**src/rtl/gpi_pkg.sv**
```systemverilog
// Shared definitions for the general-purpose input capture peripheral.
// Register address map and debounce counter width derivation.
package gpi_pkg;

    localparam logic [1:0] GPI_LEVEL   = 2'd0;
    localparam logic [1:0] GPI_STATUS  = 2'd1;
    localparam logic [1:0] GPI_MASK    = 2'd2;
    localparam logic [1:0] GPI_EDGESEL = 2'd3;

    localparam int unsigned GPI_BUS_W = 32;

    // Counter only has to hold 0 .. deb_cycles-1
    function automatic int unsigned deb_cnt_w(input int unsigned deb_cycles);
        return (deb_cycles > 2) ? $clog2(deb_cycles) : 1;
    endfunction

endpackage

```
**src/rtl/gpi_debounce.sv**
```systemverilog
// Single-bit two-flop synchronizer followed by a debouncer.
// GPI_DEBOUNCE_EN: when defined, level only follows s2 after DEB_CYCLES
// consecutive mismatching cycles; when undefined, level follows s2 every cycle.
// level_nxt_c exposes the value level takes on the coming edge so the parent
// can flag edges on the same edge that level toggles.
module gpi_debounce
    import gpi_pkg::*;
#(
    parameter int unsigned DEB_CYCLES = 4
) (
    input  logic clk,
    input  logic rst,
    input  logic pin,
    output logic level,
    output logic level_nxt_c
);

    if (DEB_CYCLES < 2 || DEB_CYCLES > 255) begin : g_bad_cfg
        $error("gpi_debounce: DEB_CYCLES must be within 2..255");
    end

    logic s1;
    logic s2;

`ifdef GPI_DEBOUNCE_EN
    localparam int unsigned   CW       = deb_cnt_w(DEB_CYCLES);
    localparam logic [CW-1:0] CNT_LAST = CW'(DEB_CYCLES - 1);

    logic [CW-1:0] cnt;
    logic [CW-1:0] cnt_nxt_c;

    // Count consecutive mismatches; commit s2 once the run is long enough
    always_comb begin
        level_nxt_c = level;
        cnt_nxt_c   = '0;
        if (s2 != level) begin
            if (cnt == CNT_LAST) begin
                level_nxt_c = s2;
            end else begin
                cnt_nxt_c = cnt + CW'(1);
            end
        end
    end

    // Mismatch counter state
    always_ff @(posedge clk or negedge rst) begin
        if (!rst) begin
            cnt <= '0;
        end else begin
            cnt <= cnt_nxt_c;
        end
    end
`else
    // Without debounce the level simply tracks the synchronized pin
    always_comb begin
        level_nxt_c = s2;
    end
`endif

    // Synchronizer flops and debounced level
    always_ff @(posedge clk or negedge rst) begin
        if (!rst) begin
            s1    <= 1'b0;
            s2    <= 1'b0;
            level <= 1'b0;
        end else begin
            s1    <= pin;
            s2    <= s1;
            level <= level_nxt_c;
        end
    end

endmodule

```
**src/rtl/gpi_capture.sv**
```systemverilog
// General-purpose input capture: per-pin sync/debounce, edge detect,
// sticky W1C status, per-bit interrupt mask and edge select.
// GPI_DEBOUNCE_EN selects whether the per-pin debounce counters exist.
module gpi_capture
    import gpi_pkg::*;
#(
    parameter int unsigned W          = 32,
    parameter int unsigned DEB_CYCLES = 4
) (
    input  logic                 clk,
    input  logic                 rst,
    input  logic [1:0]           a,
    input  logic                 we,
    input  logic [GPI_BUS_W-1:0] wd,
    input  logic [W-1:0]         pins,
    output logic [GPI_BUS_W-1:0] rd,
    output logic                 irq
);

    if (W < 1 || W > GPI_BUS_W) begin : g_bad_width
        $error("gpi_capture: W must be within 1..32");
    end

    logic [W-1:0] level;
    logic [W-1:0] level_nxt_c;
    logic [W-1:0] status_q;
    logic [W-1:0] mask_q;
    logic [W-1:0] edgesel_q;

    logic [W-1:0] wd_w;
    logic [W-1:0] set_c;
    logic [W-1:0] w1c_c;
    logic [W-1:0] status_nxt_c;
    logic [W-1:0] mask_nxt_c;
    logic [W-1:0] edgesel_nxt_c;

    assign wd_w = wd[W-1:0];

    for (genvar i = 0; i < W; i++) begin : g_pin
        gpi_debounce #(
            .DEB_CYCLES (DEB_CYCLES)
        ) u_deb (
            .clk         (clk),
            .rst         (rst),
            .pin         (pins[i]),
            .level       (level[i]),
            .level_nxt_c (level_nxt_c[i])
        );
    end

    // Edge flags, W1C clear (set wins) and RW register updates
    always_comb begin
        set_c         = (level_nxt_c & ~level & ~edgesel_q)
                      | (~level_nxt_c & level & edgesel_q);
        w1c_c         = '0;
        mask_nxt_c    = mask_q;
        edgesel_nxt_c = edgesel_q;
        if (we) begin
            case (a)
                GPI_STATUS:  w1c_c         = wd_w;
                GPI_MASK:    mask_nxt_c    = wd_w;
                GPI_EDGESEL: edgesel_nxt_c = wd_w;
                default:     ;
            endcase
        end
        status_nxt_c = (status_q & ~w1c_c) | set_c;
    end

    // Register state
    always_ff @(posedge clk or negedge rst) begin
        if (!rst) begin
            status_q  <= '0;
            mask_q    <= '0;
            edgesel_q <= '0;
        end else begin
            status_q  <= status_nxt_c;
            mask_q    <= mask_nxt_c;
            edgesel_q <= edgesel_nxt_c;
        end
    end

    // Combinational read mux, unimplemented upper bits read zero
    always_comb begin
        rd = '0;
        case (a)
            GPI_LEVEL:   rd = GPI_BUS_W'(level);
            GPI_STATUS:  rd = GPI_BUS_W'(status_q);
            GPI_MASK:    rd = GPI_BUS_W'(mask_q);
            GPI_EDGESEL: rd = GPI_BUS_W'(edgesel_q);
            default:     rd = '0;
        endcase
    end

    // Level interrupt from registered state only
    assign irq = |(status_q & mask_q);

endmodule

```
**config.mk**
```make
export PLATFORM = sky130hd
export DESIGN_NAME = gpi_capture
export DESIGN_NICKNAME = d
export VERILOG_FILES = /design/src/rtl/gpi_pkg.sv /design/src/rtl/gpi_debounce.sv /design/src/rtl/gpi_capture.sv
export SDC_FILE = /design/constraint.sdc
export NUM_CORES = 1
export LEC_CHECK = 0
export ABC_AREA = 1
export BUFFER_PORTS_ARGS = -buffer_cell sky130_fd_sc_hd__buf_2
export CAP_MARGIN = 15
export CORE_MARGIN = 1
export CORE_UTILIZATION = 61
export DETAILED_ROUTE_END_ITERATION = 8
export PLACE_DENSITY = 0.84
export SKIP_CTS_REPAIR_TIMING = 1
export SLEW_MARGIN = 5
export SYNTH_ARGS = -nofsm -noshare
export SYNTH_HDL_FRONTEND = slang
export SYNTH_SLANG_ARGS = --single-unit
```
**constraint.sdc**
```tcl
create_clock -name clk -period 1.7 [get_ports clk]
set_clock_uncertainty 0.2 [all_clocks]
set_input_delay 0.085 -clock clk [delete_from_list [all_inputs] [get_ports clk]]
set_output_delay 0.085 -clock clk [all_outputs]
set_load 0.1 [all_outputs]
```
# After elaboration in Yosys (flattened, before gate mapping)
# Cells that the tools add are included.
dict set report op_classes {
  n_reduce_logical 4
  n_bitwise 12
  n_mux 3
  eq_ne 3
}
# operator count
set ops {}
lappend ops {{$and 32x32->32} 6}
lappend ops {{$not 32->32} 4}
lappend ops {{$pmux 32 s4} 1}
lappend ops {{$mux 32} 2}
lappend ops {{$or 32x32->32} 2}
lappend ops {{$reduce_or 32->1} 1}
lappend ops {{$eq 2x2->1 const B} 2}
lappend ops {{$reduce_and 2->1} 2}
lappend ops {{$eq 2x1->1 const B} 1}
lappend ops {{$logic_not 2->1} 1}
dict set report totals {
  wordCells 121
  reg_bits 192
  output_inout_bits 33
}

# Longest topological paths before layout
dict set report logic_depth {
  ltp_word 6
  mapped_depth 6
}

# By module
# Synthesis repeated with hierarchy kept, for this count alone.
dict set report unflattened {
  cells_unflattened 803
  area_unflattened_um2 7523.5
}
# module area_per_inst_um2 seq_area_each_um2 instances cells_per_inst
set modules_own_cells {}
lappend modules_own_cells {gpi_capture 5121.2 2402.3 1 707}
lappend modules_own_cells {gpi_debounce 75.1 75.1 32 3}

# Worst setup path before layout
# Ideal clock, no wire load.
dict set report synth_timing {
  kind {reg2out}
  startpoint {reg edgesel_q[0]}
  endpoint {out rd[0]}
  t_arrival_ns 1.941
  setup_slack_ns -0.526
  n_path_buf 0
  path_stages_with_launch 3
  required_time_ns 1.415
  cell_sequence {dfrtp_1 > inv_1 > o2111ai_1}
}
dict set report synth_between {
  elab_chain_len 1
}
# item line
set synth_lines {}
lappend synth_lines {{start: declaration} gpi_capture.sv:28} ;# logic [W-1:0] edgesel_q;
lappend synth_lines {{start signal: assignment} gpi_capture.sv:78} ;# edgesel_q <= edgesel_nxt_c;
lappend synth_lines {{$pmux 32 s4} gpi_capture.sv:85} ;# case (a)
lappend synth_lines {{end: declaration} gpi_capture.sv:16} ;# output logic [GPI_BUS_W-1:0] rd,
# No other way between the ends.

# Worst setup path after layout
dict set report layout_timing {
  startpoint {reg mask_q[26]}
  endpoint {out irq}
}
dict set report layout_between {
  elab_chain_len 2
}
# item line
set layout_lines {}
lappend layout_lines {{start: declaration} gpi_capture.sv:27} ;# logic [W-1:0] mask_q;
lappend layout_lines {{start signal: assignment} gpi_capture.sv:77} ;# mask_q <= mask_nxt_c;
lappend layout_lines {{$and 32x32->32} gpi_capture.sv:95} ;# assign irq = |(status_q & mask_q);
lappend layout_lines {{$reduce_or 32->1} gpi_capture.sv:95}
lappend layout_lines {{end: declaration} gpi_capture.sv:17} ;# output logic irq
# No other way between the ends.

==> impl_results.md <==
* Status: finished with violations
* Failing checks: negative setup slack
* Pwr Total at around 0.013 W
* Leakage power at 4.87 nW
* Syn Inst Count at 776
* Syn avg cell area at around 9.6 um2
* Worst Tran Pin Value at 0.453 ns
* Fraction of layout cells with a size suffix above 1 at 0.213
* Worst EP arrival at 1.72 ns
* WS Path Type: reg2out
* DRT iter0 DRCs at between 800 and 900
* Max FO, Critical Path at 3
* GP Congestion at 0.843
* Vias at 7192
* CP most frequent cell: nand2_1
* Syn_nets at 845
* Worst hold path type: in2reg
* Most frequent cells in the layout: 278 x nand2_1, 192 x dfrtp_1, 67 x dlygate4sd3_1, 67 x buf_2, 65 x inv_1
* Final ANT Viol Nets at 0
* Drt total wl at approximately 25 mm
* CTS root buf: clkbuf_16
* Vias per Instance at about 6.4
* Mux cell area share after synthesis at 0
* Deepest clock path buffer count at 2
* Final number of setup-violating endpoints at 4
* GRT Resource Usage Total at 0.307
* Cell variety after synth at 20
* Clock Sinks at about 190
* Commonest non-fill, non-tap cell in the layout: nand2_1
* Peak VDD IR at 1.17 mV
* Slew HR at 0.698
* ANT cells at 0
* Syn-to-layout area delta at 40.8%
* Final hold vios at 0
* Main combinational cell family by area after synthesis: simple AND/OR/NAND/NOR gates
* Synth Area in Adders at 0
* Fin. max-slew vios at 0
* CP max stage cell: dfrtp_1
* Post-Synth Simple-Gate Area at 0.175
* Cell breakdown of the critical path: nand2_1 -> nand2_1 -> nor2_1 -> nand2_1 -> nor2_2 -> nand2_2 -> buf_12
* CTS tree: done
* Synth Area in XOR/XNOR at 0
* FMAX at roughly 500 MHz
* Grt ovf at 0
* Synth Flop Type: dfrtp_1
* Asr flop ratio synth at 1.00
* Compound-Gate Fraction of Synth Area at 0.129
* Post-layout net count at between 1k and 1.5k
* Sequential-to-total area share from yosys stat at 0.645
* HPWL Detailed at 11.1 mm
* CTS Buf Count at 17
* Clk slew on worst S/H paths at around 0.07 ns
* Synthesis warning total at 0
* Initial antenna violation count at 0
* Post-synth EDFFs at 0
* Tcrit/Tclk final at 1.18
* WL per Instance at approximately 22 um
* Crit path largest cell delay at ~0.44 ns
* Die area at approximately 13000 um2
* Placed cells at a little over 1k
* H-tree Lvls at 4
* Final WS setup at -0.303 ns
* Clk_lat worst skew at around 0.44 ns
* IO buf count at about 100
* Fin crit period at between 2 and 2.5 ns
* Core Util, Final at 0.899
* DRT Pass-1 Iters at 8
* Chip height at ~110 um
* Largest net degree at the start of global routing at 48
* Die span in x at 112 um
* Pwr Density at 1230 nW/um2
* Worst Setup End Kind: output pin
* Initial Util at 0.638
* Pre-CTS setup slack at 0.0471 ns
* Finished Layout Cells at roughly 1.1k
* MaxCap Viol Count at 0
* DRC at 0
* Cell Rows at 39
* RSZ-0062 raised after global routing: yes
* Top-Level Pins at about 100
* Core Box Area at ~12000 um2
* First-pass GRT wire length at just under 30 mm
* Required @ worst endpoint at 1.41 ns
* Mapped Area at 7450 um2
* Vias in the first global route at ~6.3k
* Seq cells post-synth at 192
* Startpoint types: flip-flop
[final timing paths]
check	from	endpoint	slack, ns	cells past startpoint
hold reg to reg	g_pin[28].u_deb.s1	g_pin[28].u_deb.level_nxt_c	0.15	0
hold / removal	pins[14]	g_pin[14].u_deb.s1	0.08	2
min in group asynchronous	rst	g_pin[1].u_deb.s1	0.49	3
setup / recovery	mask_q[26]	irq	-0.30	7
max in group asynchronous	rst	g_pin[15].u_deb.level	0.19	4
setup reg to reg	edgesel_q[29]	status_q[29]	0.51	4
[cell families (layout without fill, tap and decap cells)]
family,after synthesis,count (layout)
AND/OR/NAND/NOR,336,336
flip-flops,192,192
AO/OA/AOI/OAI,155,155
buffers and inverters,93,303
[worst max-delay path: cells and delay by family, from the launching register on]
kind	cells	cell delay, ns
DFF	1	0.44
and+or+nand+nor	6	0.65
buffers and inverters	1	0.17
[stage by stage]
step                      hold slack [ns]  TNS, ns  area, um2
final                              0.0846   -0.338      10500
after global routing               0.0799   -0.769      10500
after CTS                          -0.606    -1.20       9380
after detailed placement           -0.151        0       8760
after global placement             -0.154        0       8760
after floorplan                    -0.411   -10.52       7490
[cells in the mapped netlist (2+ instances only)]
master,count,area [um2]
o21ai_1,56,280
o2111ai_1,27,236
nor2_1,43,161
nand2_4,2,22.5
clkbuf_1,5,18.8
inv_1,65,244
nand2_1,282,1060
buf_2,19,95.1
o211ai_1,32,240
nand4_1,5,31.3
dfrtp_1,192,4800
o21ai_0,40,200
[power breakdown]
part / internal, W / switching (W) / total (W)
Sequential: 0.00503 / 0.000445 / 0.00548
Combinational: 0.00117 / 0.00205 / 0.00323
Clock: 0.00247 / 0.00175 / 0.00421
[state kept, by name, summed over array words and instances, names as in the netlist]
register and flops:
mask_q 32, g_pin.u_deb.level_nxt_c 32, g_pin.u_deb.level 32, status_q 32
g_pin.u_deb.s1 32, edgesel_q 32
[layout make-up]
type	count	area [um2]
clock inverter	9	130
fill	416	1180
inverter	67	253
tap	143	179
clock buffer	23	488
timing repair buffer	204	2050
multi-input combinational	491	2580
sequential	192	4800
[per-layer routing]
| metal | track usage | routed length [um] |
|---|---|---|
| met1 | 0.374 | 8330 |
| met2 | 0.523 | 12700 |
| met3 | 0.0702 | 2470 |
| met4 | 0.147 | 1620 |
| met5 | 0 | 0 |
No activity file was read; power rests on OpenSTA's default activity.
